### src/rtl/frame_update_arbiter_if.sv
// Bundle between the two requesters, the timing generator's vsync and the renderer.
// FRAME_UPDATE_DROP_CNT_EN adds the drop_count return signal.
interface frame_update_arbiter_if #(
  parameter int unsigned ADDR_W = 4
);
  logic              vsync;
  logic [1:0]        req;
  logic [ADDR_W-1:0] req_addr0;
  logic [ADDR_W-1:0] req_addr1;
  logic [1:0]        grant;
  logic [ADDR_W-1:0] player_address;
  logic              window_open;
  logic [7:0]        frame_count;
`ifdef FRAME_UPDATE_DROP_CNT_EN
  logic [7:0]        drop_count;

  modport master (
    output vsync, req, req_addr0, req_addr1,
    input  grant, player_address, window_open, frame_count, drop_count
  );

  modport slave (
    input  vsync, req, req_addr0, req_addr1,
    output grant, player_address, window_open, frame_count, drop_count
  );
`else
  modport master (
    output vsync, req, req_addr0, req_addr1,
    input  grant, player_address, window_open, frame_count
  );

  modport slave (
    input  vsync, req, req_addr0, req_addr1,
    output grant, player_address, window_open, frame_count
  );
`endif
endinterface

### src/rtl/frame_update_arbiter.sv
// Round-robin arbiter committing player_address updates only inside the post-vsync window.
// Optional macro FRAME_UPDATE_DROP_CNT_EN adds a saturating count of requests left unserved at close.
module frame_update_arbiter #(
  parameter int unsigned ADDR_W = 4,
  parameter int unsigned WINDOW = 1600,
  parameter int unsigned CNT_W  = 11
) (
  input  logic                  clk,
  input  logic                  rst,
  frame_update_arbiter_if.slave bus
);

  typedef enum logic {
    S_WAIT_FRAME = 1'b0,
    S_WINDOW     = 1'b1
  } state_t;

  localparam logic [CNT_W-1:0] CNT_LAST = CNT_W'(WINDOW - 1);

  state_t            r_state, w_state_nxt;
  logic              r_vsync_prev;
  logic [CNT_W-1:0]  r_cnt, w_cnt_nxt;
  logic [1:0]        r_served, w_served_nxt;
  logic              r_rr_ptr, w_rr_ptr_nxt;
  logic [1:0]        r_grant, w_grant_nxt;
  logic [ADDR_W-1:0] r_player_address, w_player_address_nxt;
  logic              r_window_open, w_window_open_nxt;
  logic [7:0]        r_frame_count, w_frame_count_nxt;

  logic              w_vsync_fall;
  logic [1:0]        w_eligible;
  logic              w_winner;
  logic [1:0]        w_win_onehot;
  logic              w_do_grant;
  logic              w_last;

  assign w_vsync_fall = r_vsync_prev & ~bus.vsync;
  assign w_eligible   = bus.req & ~r_served;
  assign w_winner     = w_eligible[r_rr_ptr] ? r_rr_ptr : ~r_rr_ptr;
  assign w_win_onehot = w_winner ? 2'b10 : 2'b01;
  // The cycle a grant is visible is a bubble, so the requester can drop req before re-arbitration.
  assign w_do_grant   = (r_state == S_WINDOW) && (w_eligible != 2'b00) && (r_grant == 2'b00);
  assign w_last       = (r_cnt == CNT_LAST);

`ifdef FRAME_UPDATE_DROP_CNT_EN
  logic [7:0] r_drop_count, w_drop_count_nxt;
  logic [1:0] w_dropped;
  logic [8:0] w_drop_sum;

  // A request granted on the closing edge is served, not dropped.
  assign w_dropped  = w_eligible & ~(w_do_grant ? w_win_onehot : 2'b00);
  assign w_drop_sum = 9'(r_drop_count) + 9'(w_dropped[0]) + 9'(w_dropped[1]);
`endif

  // Next-state and registered-output decode.
  always_comb begin
    w_state_nxt          = r_state;
    w_cnt_nxt            = r_cnt;
    w_served_nxt         = r_served;
    w_rr_ptr_nxt         = r_rr_ptr;
    w_grant_nxt          = 2'b00;
    w_player_address_nxt = r_player_address;
    w_window_open_nxt    = r_window_open;
    w_frame_count_nxt    = r_frame_count;
`ifdef FRAME_UPDATE_DROP_CNT_EN
    w_drop_count_nxt     = r_drop_count;
`endif

    case (r_state)
      S_WAIT_FRAME: begin
        if (w_vsync_fall) begin
          w_state_nxt       = S_WINDOW;
          w_cnt_nxt         = '0;
          w_served_nxt      = 2'b00;
          w_window_open_nxt = 1'b1;
        end
      end

      S_WINDOW: begin
        if (w_do_grant) begin
          w_grant_nxt          = w_win_onehot;
          w_player_address_nxt = w_winner ? bus.req_addr1 : bus.req_addr0;
          w_served_nxt         = r_served | w_win_onehot;
          w_rr_ptr_nxt         = ~w_winner;
        end

        if (w_last) begin
          w_state_nxt       = S_WAIT_FRAME;
          w_window_open_nxt = 1'b0;
          w_frame_count_nxt = r_frame_count + 8'd1;
`ifdef FRAME_UPDATE_DROP_CNT_EN
          w_drop_count_nxt  = (w_drop_sum > 9'd255) ? 8'hFF : w_drop_sum[7:0];
`endif
        end else begin
          w_cnt_nxt = r_cnt + CNT_W'(1);
        end
      end

      default: w_state_nxt = S_WAIT_FRAME;
    endcase
  end

  always_ff @(posedge clk or negedge rst) begin
    if (!rst) begin
      r_state          <= S_WAIT_FRAME;
      r_vsync_prev     <= 1'b1;
      r_cnt            <= '0;
      r_served         <= 2'b00;
      r_rr_ptr         <= 1'b0;
      r_grant          <= 2'b00;
      r_player_address <= '0;
      r_window_open    <= 1'b0;
      r_frame_count    <= 8'd0;
    end else begin
      r_state          <= w_state_nxt;
      r_vsync_prev     <= bus.vsync;
      r_cnt            <= w_cnt_nxt;
      r_served         <= w_served_nxt;
      r_rr_ptr         <= w_rr_ptr_nxt;
      r_grant          <= w_grant_nxt;
      r_player_address <= w_player_address_nxt;
      r_window_open    <= w_window_open_nxt;
      r_frame_count    <= w_frame_count_nxt;
    end
  end

`ifdef FRAME_UPDATE_DROP_CNT_EN
  always_ff @(posedge clk or negedge rst) begin
    if (!rst) begin
      r_drop_count <= 8'd0;
    end else begin
      r_drop_count <= w_drop_count_nxt;
    end
  end

  assign bus.drop_count = r_drop_count;
`endif

  assign bus.grant          = r_grant;
  assign bus.player_address = r_player_address;
  assign bus.window_open    = r_window_open;
  assign bus.frame_count    = r_frame_count;

endmodule

### src/flat_wrapper.sv
// flat-port wrapper written by rule: the top's interface ports become plain ports
module frame_update_arbiter_flat 
#(
  parameter int unsigned ADDR_W = 4,
  parameter int unsigned WINDOW = 1600,
  parameter int unsigned CNT_W  = 11
)
  (clk, rst, bus_vsync, bus_req, bus_req_addr0, bus_req_addr1, bus_grant, bus_player_address, bus_window_open, bus_frame_count);
  frame_update_arbiter_if #(.ADDR_W(ADDR_W)) bus_i ();
  input  logic clk;
  input  logic rst;
  input wire logic [$bits(bus_i.vsync)-1:0] bus_vsync;
  input wire logic [$bits(bus_i.req)-1:0] bus_req;
  input wire logic [$bits(bus_i.req_addr0)-1:0] bus_req_addr0;
  input wire logic [$bits(bus_i.req_addr1)-1:0] bus_req_addr1;
  output wire logic [$bits(bus_i.grant)-1:0] bus_grant;
  output wire logic [$bits(bus_i.player_address)-1:0] bus_player_address;
  output wire logic [$bits(bus_i.window_open)-1:0] bus_window_open;
  output wire logic [$bits(bus_i.frame_count)-1:0] bus_frame_count;
  assign bus_i.vsync = bus_vsync;
  assign bus_i.req = bus_req;
  assign bus_i.req_addr0 = bus_req_addr0;
  assign bus_i.req_addr1 = bus_req_addr1;
  assign bus_grant = bus_i.grant;
  assign bus_player_address = bus_i.player_address;
  assign bus_window_open = bus_i.window_open;
  assign bus_frame_count = bus_i.frame_count;
  frame_update_arbiter #(.ADDR_W(ADDR_W), .WINDOW(WINDOW), .CNT_W(CNT_W)) u_core (.clk(clk), .rst(rst), .bus(bus_i));
endmodule
### config.mk
export PLATFORM = sky130hd
export DESIGN_NAME = frame_update_arbiter_flat
export DESIGN_NICKNAME = d
export VERILOG_FILES = /design/src/rtl/frame_update_arbiter_if.sv /design/src/rtl/frame_update_arbiter.sv /design/src/flat_wrapper.sv
export SDC_FILE = /design/constraint.sdc
export NUM_CORES = 1
export LEC_CHECK = 0
export CAP_MARGIN = 40
export CORE_MARGIN = 2
export CORE_UTILIZATION = 51
export DETAILED_ROUTE_END_ITERATION = 7
export PLACE_DENSITY = 0.8
export SLEW_MARGIN = 20
export SYNTH_ARGS = -nofsm -noshare
export SYNTH_HDL_FRONTEND = slang
export SYNTH_SLANG_ARGS = --single-unit
export TNS_END_PERCENT = 50
### constraint.sdc
create_clock -name clk -period 1.9 [get_ports clk]
set_input_delay 0.19 -clock clk [delete_from_list [all_inputs] [get_ports clk]]
set_output_delay 0.19 -clock clk [all_outputs]
set_load 0.02 [all_outputs]
Yosys cells after proc, flatten, opt, wreduce, memory -nomap -nowiden
Cells that the tools add are included.
{ "op_classes": {"n_addsub": 2, "mul": 0, "div_mod_pow": 0, "magnitude_cmp": 1, "eq_ne": 5, "shifts": 0, "n_mux": 19, "n_bitwise": 8, "n_reduce_logical": 9} }
{ "op_table": {"columns": ["cell", "n"], "rows": [
  ["11-bit two-way mux", 2],
  ["11-bit case mux with 2 select lines", 1],
  ["11-bit by 1-bit adder with 11-bit output, second input constant", 1],
  ["11-bit equality test, second input constant", 1],
  ["2-bit two-way mux", 5],
  ["2-bit AND reduction", 5],
  ["8-bit by 1-bit adder with 8-bit output, second input constant", 1],
  ["1-bit two-way mux", 7],
  ["2-bit inequality test, second input constant", 3],
  ["4-bit two-way mux", 1],
  ["1-bit NOT", 4],
  ["1-bit case mux with 2 select lines", 2],
  ["2-bit case mux with 2 select lines", 1],
  ["2-bit bitwise AND", 1],
  ["1-bit logical AND", 2],
  ["2-bit zero test", 1],
  ["1-bit by 2-bit < comparator with 1-bit output, second input constant", 1],
  ["2-bit by 1-bit inequality test with 1-bit output, second input constant", 1],
  ["2-bit NOT", 1],
  ["2-bit bitwise OR", 1],
  ["2-bit nonzero test", 1],
  ["1-bit bitwise AND", 1]
]} }
{ "word_totals": {"ff_bits": 31, "latch_bits": 0, "mem_bits_rw": 0, "romBits": 0, "input_bits": 13, "out_inout_bits": 15, "wordCells": 53, "memories": 0} }

Logic depth before layout (Yosys ltp)
Gate-level depths: netlist (run 1).
{ "depth": {"word_depth": 9, "mapped_depth": 6, "mapped_depth_nobuf": 5} }

Worst setup path before layout (run 1)
OpenSTA, ideal clock, no wires.
{ "synth_timing": {"kind": "register -> register", "start": "register u_core.r_cnt[6]", "end": "register u_core.r_frame_count[1], in the netlist u_core.bus.frame_count[1]", "setup_time_ns": 0.128, "t_arrival_ns": 1.536, "required_ns": 1.772, "setup_slack_ns": 0.236, "stages_incl_launch_ff": 5, "n_path_buf": 0, "synth_period_minus_slack_ns": 1.664, "path_cell_list": "dfrtp_1 nand4bb_4 nor4_4 nand2_2 mux2_1"} }
{ "synth_via": {"elab_chain_len": 2} }
{ "synth_lines": {"columns": ["item", "line_no", "text"], "rows": [
  ["from (decl)", "frame_update_arbiter.sv:22", "logic [CNT_W-1:0] r_cnt, w_cnt_nxt;"],
  ["from (signal assigned)", "frame_update_arbiter.sv:117", "r_cnt <= w_cnt_nxt;"],
  ["11-bit equality test", "frame_update_arbiter.sv:43", "assign w_last = (r_cnt == CNT_LAST);"],
  ["2-bit AND reduction (no source line)", null, null],
  ["to (signal assigned)", "frame_update_arbiter.sv:123", "r_frame_count <= w_frame_count_nxt;"],
  ["to (decl)", "frame_update_arbiter.sv:28", "logic [7:0] r_frame_count, w_frame_count_nxt;"]
]} }
No other way between the ends.
A chain may end at the register's enable or synchronous reset.

Worst setup path in the final report (run 1)
{ "layout_timing": {"start": "register u_core.r_cnt[0]", "end": "register u_core.r_frame_count[5], in the netlist u_core.bus.frame_count[5]"} }
Same word-level chain as after synthesis.

==> results of run 1 <==
-- path summary, 6_finish.rpt --
| kind | from | endpoint | cells past startpoint |
|---|---|---|---|
| max | u_core.r_cnt[0]$_DFFE_PN0P_ | u_core.bus.frame_count[5]$_DFFE_PN0P_ | 6 |
| min | rst | u_core.r_cnt[9]$_DFFE_PN0P_ | 1 |
| max reg2reg | u_core.r_cnt[0]$_DFFE_PN0P_ | u_core.bus.frame_count[5]$_DFFE_PN0P_ | 6 |
| min reg2reg | u_core.bus.frame_count[7]$_DFFE_PN0P_ | u_core.bus.frame_count[7]$_DFFE_PN0P_ | 1 |
| max in group asynchronous | rst | u_core.bus.player_address[1]$_DFFE_PN0P_ | 2 |
| min in group clk | bus_vsync | u_core.r_vsync_prev$_DFF_PN1_ | 1 |
-- power breakdown --
part / total [mW] / leakage, nW / internal (mW) / switching [mW]
clock network: 0.360 / 0.0293 / 0.144 / 0.216
logic: 0.425 / 0.405 / 0.217 / 0.208
registers: 0.778 / 0.385 / 0.739 / 0.0394
total: 1.56 / 0.819 / 1.10 / 0.463
-- critical path, stage by stage (launching register included) --
cell     delay [ps]
dfrtp_1         390
ha_1            220
nand3_2         210
nor4_4          320
buf_4           200
nand4_1         130
xnor2_1         160
-- per-layer routing --
layer  share of wire  vias to the layer above  global-route usage
met5               0                        -                   0
met4           0.011                        0              0.0698
met3           0.037                        4              0.0670
met2            0.48                       20               0.303
met1            0.47                      535               0.265
li1                -                      540                   -
-- per-stage QoR --
stage               utilization  total power, mW  area (µm²)  std cells  worst slack [ps]
floorplan                     -             1.02        1500        132               236
global placement          0.661             1.21        1840        190               165
detailed placement        0.661             1.22        1840        190              96.6
CTS                       0.679             1.59        1890        198               148
global route              0.679             1.65        1890        198              28.4
finish                    0.679             1.56        1890        198               164
-- logic make-up (layout without fill, tap and decap cells) --
kind of cell / count (synthesis) / after routing / synth area share
flops: 31 / 31 / 0.518
mux: 7 / 7 / 0.0475
buf+inv: 9 / 44 / 0.0275
xor+xnor: 14 / 14 / 0.0817
fa+ha+maj: 2 / 2 / 0.0167
compound gates: 22 / 22 / 0.115
simple gates: 47 / 47 / 0.194
-- Yosys cell counts (all sizes together), types with 2 or more instances --
library cell	count	area (µm²)
dfrtp	30	751
nand2	11	43.8
xnor2	9	78.8
nand3	7	40.0
a22o	6	52.6
mux2i	6	60.1
o21ai	6	30.0
clkbuf	5	18.8
nand4	5	31.3
xor2	5	43.8
nor2	4	15.0
nor3	4	20.0
and3	3	18.8
inv	3	11.3
nor2b	3	18.8
a21oi	2	10.0
and4	2	17.5
ha	2	25.0
nand2b	2	12.5
o211ai	2	15.0
o21a	2	15.0
or2	2	12.5
-- state kept, by name (all words and copies together), names as in the netlist --
| signal | cells |
|---|---|
| u_core.r_rr_ptr | 1 |
| u_core.bus.grant | 2 |
| u_core.r_state | 1 |
| u_core.r_served | 2 |
| u_core.bus.window_open | 1 |
| u_core.bus.player_address | 4 |
| u_core.bus.frame_count | 8 |
| u_core.r_cnt | 11 |
| u_core.r_vsync_prev | 1 |
-- placed cells by master (no fill, tap or decap), types with 3 or more instances in the layout --
cell / count
dfrtp_1: 30
clkdlybuf4s50_1: 27
nand2_1: 10
xnor2_1: 9
mux2i_1: 6
nand3_1: 6
o21ai_0: 6
a22o_1: 6
nand4_1: 5
xor2_1: 5
clkbuf_4: 5
buf_4: 5
nor2_1: 4
nor3_1: 4
nor2b_1: 3
inv_1: 3
and3_1: 3
-- cell type report --
cell class	instances	area (µm²)
multi-input cells	92	683
inverters	3	11.3
well taps	31	38.8
clock buffers	7	45.0
clock inverters	1	5.00
repair buffers	33	328
flip-flops and latches	31	777
fillers	212	893
==> metrics.cfg, run 1 <==
[floorplan]
start_util=0.540
rows=19
ios=28
die_w_um=58.3
die_h_um=58.3
die_area_um2=3390
placeableCoreArea_um2=2780

[clock_tree]
cts_resized=0
cts.path.max_buffers=2
postCtsSetupRepairBufs=0
cts.sink_count=31
numCtsBuffers=5
clk_latency_ps=320
cts_max_level=2
ctsHoldBuffers=0
tritoncts=done
clkTransAtPathRegs_ps=100
ctsRootBufferMaster=clkbuf_4

[detailed_routing]
post_drt_wl_per_cell_um=14.3
final_antenna_net_count=0
drt_wl_total_mm=2.83
drtPass1Iterations=4
drc=0
avgViaCountPerCell=5.55
drt-initial-drc-count=14
vias=1099

[grt]
first_global_vias=1092
grt_usage=0.199
antenna_found_initial=0
grt_pass1_wl_mm=4.95
grt_max_degree=22
grt_overflow=0

[pwr]
power-per-cell-area_nw_per_um2=828
leakagePower_nw=0.819
vdd_drop_max_uv=770

[logic_synthesis]
syn_nets=147
ys_seq_elements=31
syn_inst=132
synth_seq_area_share=0.518
synth_warnings=0
synthArstFlopShare=1.00
synth_cell_type_count=35
netlist_area_um2=1500
avgSynthCellArea_um2=11.4
synth_ff_type=dfrtp_1
synth_edf_count=0

[finish]
syn2layout_area_growth_pct=25.7
antennaDiodeCount=0
fin_nets=181
drive_above_1_share=0.120

[setup_path]
r2r_slack_ps=160
critPathKind=reg -> reg
start_kind=flop
required_ps=2110
cp-end-kind=flop
cp_max_fo=6
cp.arrival_ps=1940

[timing]
tightest_slew_ps=540
post-route-period-util=0.914
finClkSkew_ps=7.00
whs_ps=208
hold_viol=0
slew_headroom=0.639
finalSetupViolCount=0
rsz0062_at_grt=no
finalSetupTns_ps=0
finalCriticalPeriod_ps=1740
max_freq_ghz=0.576
drv_slew=0

[job]
cap_violations=0

[placed_design]
gp_congestion=0.791
portBuffers=27
dp.final_hpwl_mm=2.14

[outcome]
status=finished clean

[min_path]
hold_path.class=in -> async

(Power assumes the default switching activity.)
==> run 2: changes to the inputs <==
HOLD_SLACK_MARGIN = 0.06   (was not set)
SETUP_SLACK_MARGIN = 0.4   (was not set)
==> run 2 against run 1 <==
Against the previous run: utilization up 4.4 points; maximum frequency up 11%; non-clock buffer count up 10; final cell count up 5.1%; largest cell class unchanged.
==> metrics.cfg, run 2 (synthesis gave the netlist of run 1 again) <==
[grt]
grt_pass1_wl_mm=5.51  ; +11%
grt_max_degree=32  ; +45%
first_global_vias=1165  ; +6.7%
grt_usage=0.219  ; +0.0204
antenna_found_initial=0  ; unchanged
grt_overflow=0  ; unchanged

[setup_path]
cp.arrival_ps=1810  ; -130 ps
critical_path.slowest_cell=dfrtp_1
cp-end-kind=flop
crit_path_end=u_core.r_cnt[3]$_DFFE_PN0P_
cp_common_cell=buf_4
start_kind=flop
cp_cell_sequence=nand4bb_4, buf_4, o41ai_4, buf_4, o211ai_1, o31ai_1
r2r_slack_ps=330  ; +170 ps
startpoint=u_core.r_cnt[8]$_DFFE_PN0P_
ff2ff_path_depth=6  ; unchanged
cp_max_fo=6  ; unchanged
max_stage_delay_ps=400  ; about the same
timing.rr.end=u_core.r_cnt[3]$_DFFE_PN0P_
r2r_start=u_core.r_cnt[8]$_DFFE_PN0P_
critPathKind=reg -> reg
required_ps=2140  ; +30 ps

[timing]
rsz0062_at_grt=yes
max_freq_ghz=0.638  ; +11%
finClkSkew_ps=6.36  ; -0.635 ps
slew_headroom=0.731  ; +0.0920
tightest_slew_ps=404  ; -136 ps
drv_slew=0  ; unchanged
finalSetupTns_ps=0  ; unchanged
hold_viol=0  ; unchanged
post-route-period-util=0.825  ; -0.0889
finalCriticalPeriod_ps=1570  ; -169 ps
finalSetupViolCount=0  ; unchanged

[clock_tree]
ctsRootBufferMaster=clkbuf_4
cts.sink_count=31  ; unchanged
tritoncts=done
clk_latency_ps=330  ; about the same
numCtsBuffers=5  ; unchanged
cts.path.max_buffers=2  ; unchanged
cts_max_level=2  ; unchanged
clkTransAtPathRegs_ps=90  ; about the same

[floorplan]
die_area_um2=3390  ; unchanged
die_h_um=58.3  ; unchanged
start_util=0.540  ; unchanged
die_w_um=58.3  ; unchanged
placeableCoreArea_um2=2780  ; unchanged
rows=19  ; unchanged
ios=28  ; unchanged

[pwr]
vdd_drop_max_uv=812  ; +5.4%
leakagePower_nw=0.922  ; +13%
power-per-cell-area_nw_per_um2=779  ; -5.9%

[placed_design]
dp.cells=190  ; unchanged
gp_congestion=0.763  ; -3.5%
dp.final_hpwl_mm=2.03  ; -5.0%
portBuffers=27  ; unchanged

[finish]
drive_above_1_share=0.215  ; +0.0949
largest_reg_flops=11  ; unchanged
antennaDiodeCount=0  ; unchanged
top_register=u_core.r_cnt
layout_common_cells=28 x dfrtp_1, 22 x clkdlybuf4s50_1, 15 x buf_4
layout_commonest_cell=dfrtp_1
finalNonFillerCells=208  ; +5.1%
syn2layout_area_growth_pct=33.8
fin_nets=191  ; +5.5%

[detailed_routing]
post_drt_wl_per_cell_um=14.6  ; +2.0%
avgViaCountPerCell=5.48  ; -1.3%
drt-initial-drc-count=43  ; +29
vias=1139  ; +3.6%
drc=0  ; unchanged
drtPass1Iterations=4  ; unchanged
final_antenna_net_count=0  ; unchanged
drt_wl_total_mm=3.03  ; +7.2%

[outcome]
status=finished clean

[min_path]
hold_path.class=in -> async

[job]
cap_violations=0  ; unchanged

run 2: changes by cell type in the layout (fill, tap and decap cells not counted), sizes merged:
cell,change
dlymetal6s2s,+2
buf,+10
dlygate4sd2,+3
clkdlybuf4s50,-5
run 2: cell type report:
class / instances / area, µm²
Clock inverter: 1 / 5.00
Multi-Input combinational cell: 92 / 726
Tap cell: 31 / 38.8
Fill cell: 186 / 772
Clock buffer: 7 / 45.0
Timing Repair Buffer: 43 / 404
Inverter: 3 / 11.3
Sequential cell: 31 / 779
run 2: worst min path at each step:
stage | cells past startpoint | to | slack (ps) | start
finish | 2 | u_core.r_cnt[8]$_DFFE_PN0P_ | 250 | rst
CTS | 2 | u_core.r_cnt[8]$_DFFE_PN0P_ | 250 | rst
detailed placement | 2 | u_core.bus.player_address[1]$_DFFE_PN0P_ | 480 | u_core.bus.player_address[1]$_DFFE_PN0P_
floorplan | 0 | u_core.bus.frame_count[0]$_DFFE_PN0P_ | -110 | rst
global placement | 2 | u_core.bus.player_address[2]$_DFFE_PN0P_ | 460 | u_core.bus.player_address[2]$_DFFE_PN0P_
global route | 1 | u_core.r_vsync_prev$_DFF_PN1_ | 260 | bus_vsync
run 2: what timing repair did:
action,CTS,global route
setup buffers,9,1
gates resized for setup,11,3
endpoints found under the hold margin,0,0
hold buffers,0,0
pin swaps,8,5
gates cloned,0,0
setup endpoints to repair,33,33
run 2: per-layer routing:
metal	track usage	up-vias	part of all wire
met5	0	-	0
met4	0.0963	0	0.016
li1	-	561	-
met3	0.0826	5	0.049
met1	0.268	545	0.44
met2	0.345	28	0.50
run 2: per-stage QoR:
| step | hold WS [ps] | util | power (mW) | cell area, µm² | setup slack [ps] |
|---|---|---|---|---|---|
| 3_5_place_dp | 477 | 0.664 | 1.22 | 1850 | 151 |
| 5_1_grt | 257 | 0.722 | 1.67 | 2010 | 236 |
| 6_report | 247 | 0.722 | 1.57 | 2010 | 333 |
| 2_1_floorplan | -106 | - | 1.02 | 1520 | 315 |
| 4_1_cts | 251 | 0.717 | 1.59 | 2000 | 322 |
| 3_3_place_gp | 463 | 0.664 | 1.21 | 1850 | 197 |
run 2: power by group:
| group | switching [mW] | leakage [nW] | internal (mW) |
|---|---|---|---|
| logic | 0.212 | 0.510 | 0.214 |
| registers | 0.0441 | 0.383 | 0.739 |
| clock network | 0.212 | 0.0293 | 0.144 |
run 2: critical path: cells and delay by family, from the launching register on:
kind            cells  cell delay, ps
flops               1             400
buf+inv             2             360
compound gates      3             480
simple gates        1             250
==> run 3: changes to the inputs <==
CORE_UTILIZATION = 46   (was 51)
PLACE_DENSITY = 0.77   (was 0.8)
clock period = 1.4 ns   (was 1.9 ns; I/O delays follow)
==> run 3 against run 2 <==
Against the previous run: the flow now finishes with violations (setup timing); cell area rose by 20%; combinational power grew 110%; maximum frequency up 1.8%; highest routed layer unchanged; critical path type unchanged; sequential power rose by 40%; wire length is 37% higher; worst hold slack got worse by 56 ps; first-iteration DRC count fell by 2.3%.
==> metrics.cfg, run 3 (synthesis gave the netlist of run 1 again) <==
[outcome]
status=finished, violations left
violations=setup timing

[pwr]
pwr-share-clk=0.235  ; +0.008
power-per-cell-area_nw_per_um2=1080  ; +39%
p_int_mw=1.80  ; +64%
switching_share=0.313  ; +0.0143
seq_power_share=0.419  ; -0.081
vdd_drop_max_uv=797  ; -1.8%
power.switching_mw=0.820  ; +75%
leakagePower_nw=1.11  ; +20%
combPwrFrac=0.346  ; +0.074
power_mw=2.62  ; +67%

[timing]
post-route-period-util=1.10  ; +0.275
tightest_slew_ps=404  ; +0.201 ps
finClkSkew_ps=7.79  ; +1.43 ps
rsz0062_at_grt=yes
finalSetupViolCount=20  ; +20
drv_slew=0  ; unchanged
finalSetupTns_ps=-1860  ; -1860 ps
finalCriticalPeriod_ps=1540  ; -27.0 ps
layout_setup_ws_ps=-140  ; -473 ps
slew_headroom=0.731  ; about the same
max_freq_ghz=0.649  ; +1.8%
whs_ps=191  ; -55.7 ps
hold_viol=0  ; unchanged

[finish]
fin_nets=221  ; +16%
design_area_um2=2410  ; +20%
layout_common_cells=35 x buf_4, 29 x dfrtp_1, 25 x buf_6
drive_above_1_share=0.473  ; +0.259
antennaDiodeCount=0  ; unchanged
largest_reg_flops=11  ; unchanged
top_register=u_core.r_cnt
layout_commonest_cell=buf_4
syn2layout_area_growth_pct=60.7

[setup_path]
cp_max_fo=6  ; unchanged
cp-end-kind=flop
required_ps=1640  ; -500 ps
critPathKind=reg -> reg
cp.arrival_ps=1780  ; -30 ps
start_kind=flop
max_stage_delay_ps=410  ; about the same
ff2ff_path_depth=6  ; unchanged
cp_cell_sequence=ha_4, nand3_4, nor4_4, buf_6, nand2_4, mux2_4
critical_path.slowest_cell=dfrtp_1

[grt]
grt_usage=0.229  ; +0.00997
antenna_found_initial=0  ; unchanged
grt_pass1_wl_mm=6.18  ; +12%
grt_overflow=0  ; unchanged
grt_max_degree=32  ; unchanged
first_global_vias=1314  ; +13%

[clock_tree]
cts.path.max_buffers=2  ; unchanged
cts_max_level=2  ; unchanged
clkTransAtPathRegs_ps=100  ; about the same
ctsRootBufferMaster=clkbuf_4
tritoncts=done
numCtsBuffers=5  ; unchanged
clk_latency_ps=340  ; about the same
cts.sink_count=31  ; unchanged

[detailed_routing]
drc=0  ; unchanged
drt_wl_total_mm=4.15  ; +37%
drtPass1Iterations=5  ; +1
final_antenna_net_count=0  ; unchanged
avgViaCountPerCell=5.45  ; -0.54%
vias=1367  ; +20%
drt-initial-drc-count=42  ; -2.3%
post_drt_wl_per_cell_um=16.5  ; +13%

[placed_design]
placed_area_um2=2030  ; +9.8%
portBuffers=27  ; unchanged
gp_congestion=0.775  ; +1.6%
dp_worst_setup_slack_ps=-186  ; -337 ps
dp.final_hpwl_mm=2.33  ; +15%

[job]
cap_violations=0  ; unchanged

[floorplan]
die_w_um=61.1  ; +4.9%
die_h_um=61.1  ; +4.9%
start_util=0.488  ; -0.0520
rows=20  ; +1
placeableCoreArea_um2=3080  ; +11%
ios=28  ; unchanged
die_area_um2=3740  ; +10%

[min_path]
hold_path.class=in -> async

## run 3: cell count changes in the layout (fill, tap and decap cells not counted), moves of 3 or more
cell / before / now
buf_4: 15 / 35
buf_6: 0 / 25
clkdlybuf4s50_1: 22 / 12
dlygate4sd2_1: 3 / 0
nor3_1: 4 / 1
nor3_2: 0 / 3
o21ai_0: 6 / 0
o21ai_1: 0 / 6
## run 3: power by group through the flow
| stage | combinational [mW] | clock, mW | sequential (mW) |
|---|---|---|---|
| finish | 0.906 | 0.615 | 1.10 |
| global route | 0.964 | 0.662 | 1.10 |
| CTS | 0.755 | 0.615 | 1.08 |
| detailed placement | 0.621 | 0 | 1.08 |
| global placement | 0.595 | 0 | 1.07 |
| floorplan | 0.226 | 0 | 1.15 |
## run 3: path summary, 6_finish.rpt
| path | start | end | slack, ps |
|---|---|---|---|
| max in group asynchronous | rst | u_core.r_vsync_prev$_DFF_PN1_ | 870 |
| min in group clk | bus_vsync | u_core.r_vsync_prev$_DFF_PN1_ | 250 |
| hold / removal | rst | u_core.bus.window_open$_DFFE_PN0P_ | 190 |
| setup / recovery | u_core.r_cnt[1]$_DFFE_PN0P_ | u_core.bus.frame_count[1]$_DFFE_PN0P_ | -140 |
| hold reg to reg | u_core.bus.frame_count[7]$_DFFE_PN0P_ | u_core.bus.frame_count[7]$_DFFE_PN0P_ | 500 |
| setup reg to reg | u_core.r_cnt[1]$_DFFE_PN0P_ | u_core.bus.frame_count[1]$_DFFE_PN0P_ | -140 |
## run 3: critical path, delay by kind of cell (launching register included)
kind	cells	cell delay, ps
DFF	1	410
and+or+nand+nor	3	400
muxes	1	290
adders and majority gates	1	170
buffers and inverters	1	170
## run 3: stage by stage
stage | utilization | cells
after floorplan | - | 132
after global placement | 0.659 | 225
after global routing | 0.784 | 251
final | 0.784 | 251
after detailed placement | 0.659 | 225
after CTS | 0.731 | 242
## run 3: area by class of cell
cell class / count / area, µm²
well taps: 44 / 55.1
multi-input cells: 92 / 816
inverters: 3 / 11.3
flip-flops and latches: 31 / 778
clock buffers: 8 / 68.8
fillers: 173 / 664
repair buffers: 73 / 684
## run 3: timing repair
action / in CTS / in global routing
setup endpoints to repair: 45 / 45
buffers inserted: 9 / 9
hold buffers: 0 / 0
cloned: 0 / 0
resized for setup: 114 / 24
pin swaps: 16 / 22
## run 3: layer usage
metal  wire [µm]  global-route usage  vias to the layer above
met5           0                   0                        -
met3         226              0.0672                        8
met2        2130               0.380                       55
met4          70              0.0745                        0
met1        1720               0.288                      688
li1            -                   -                      616
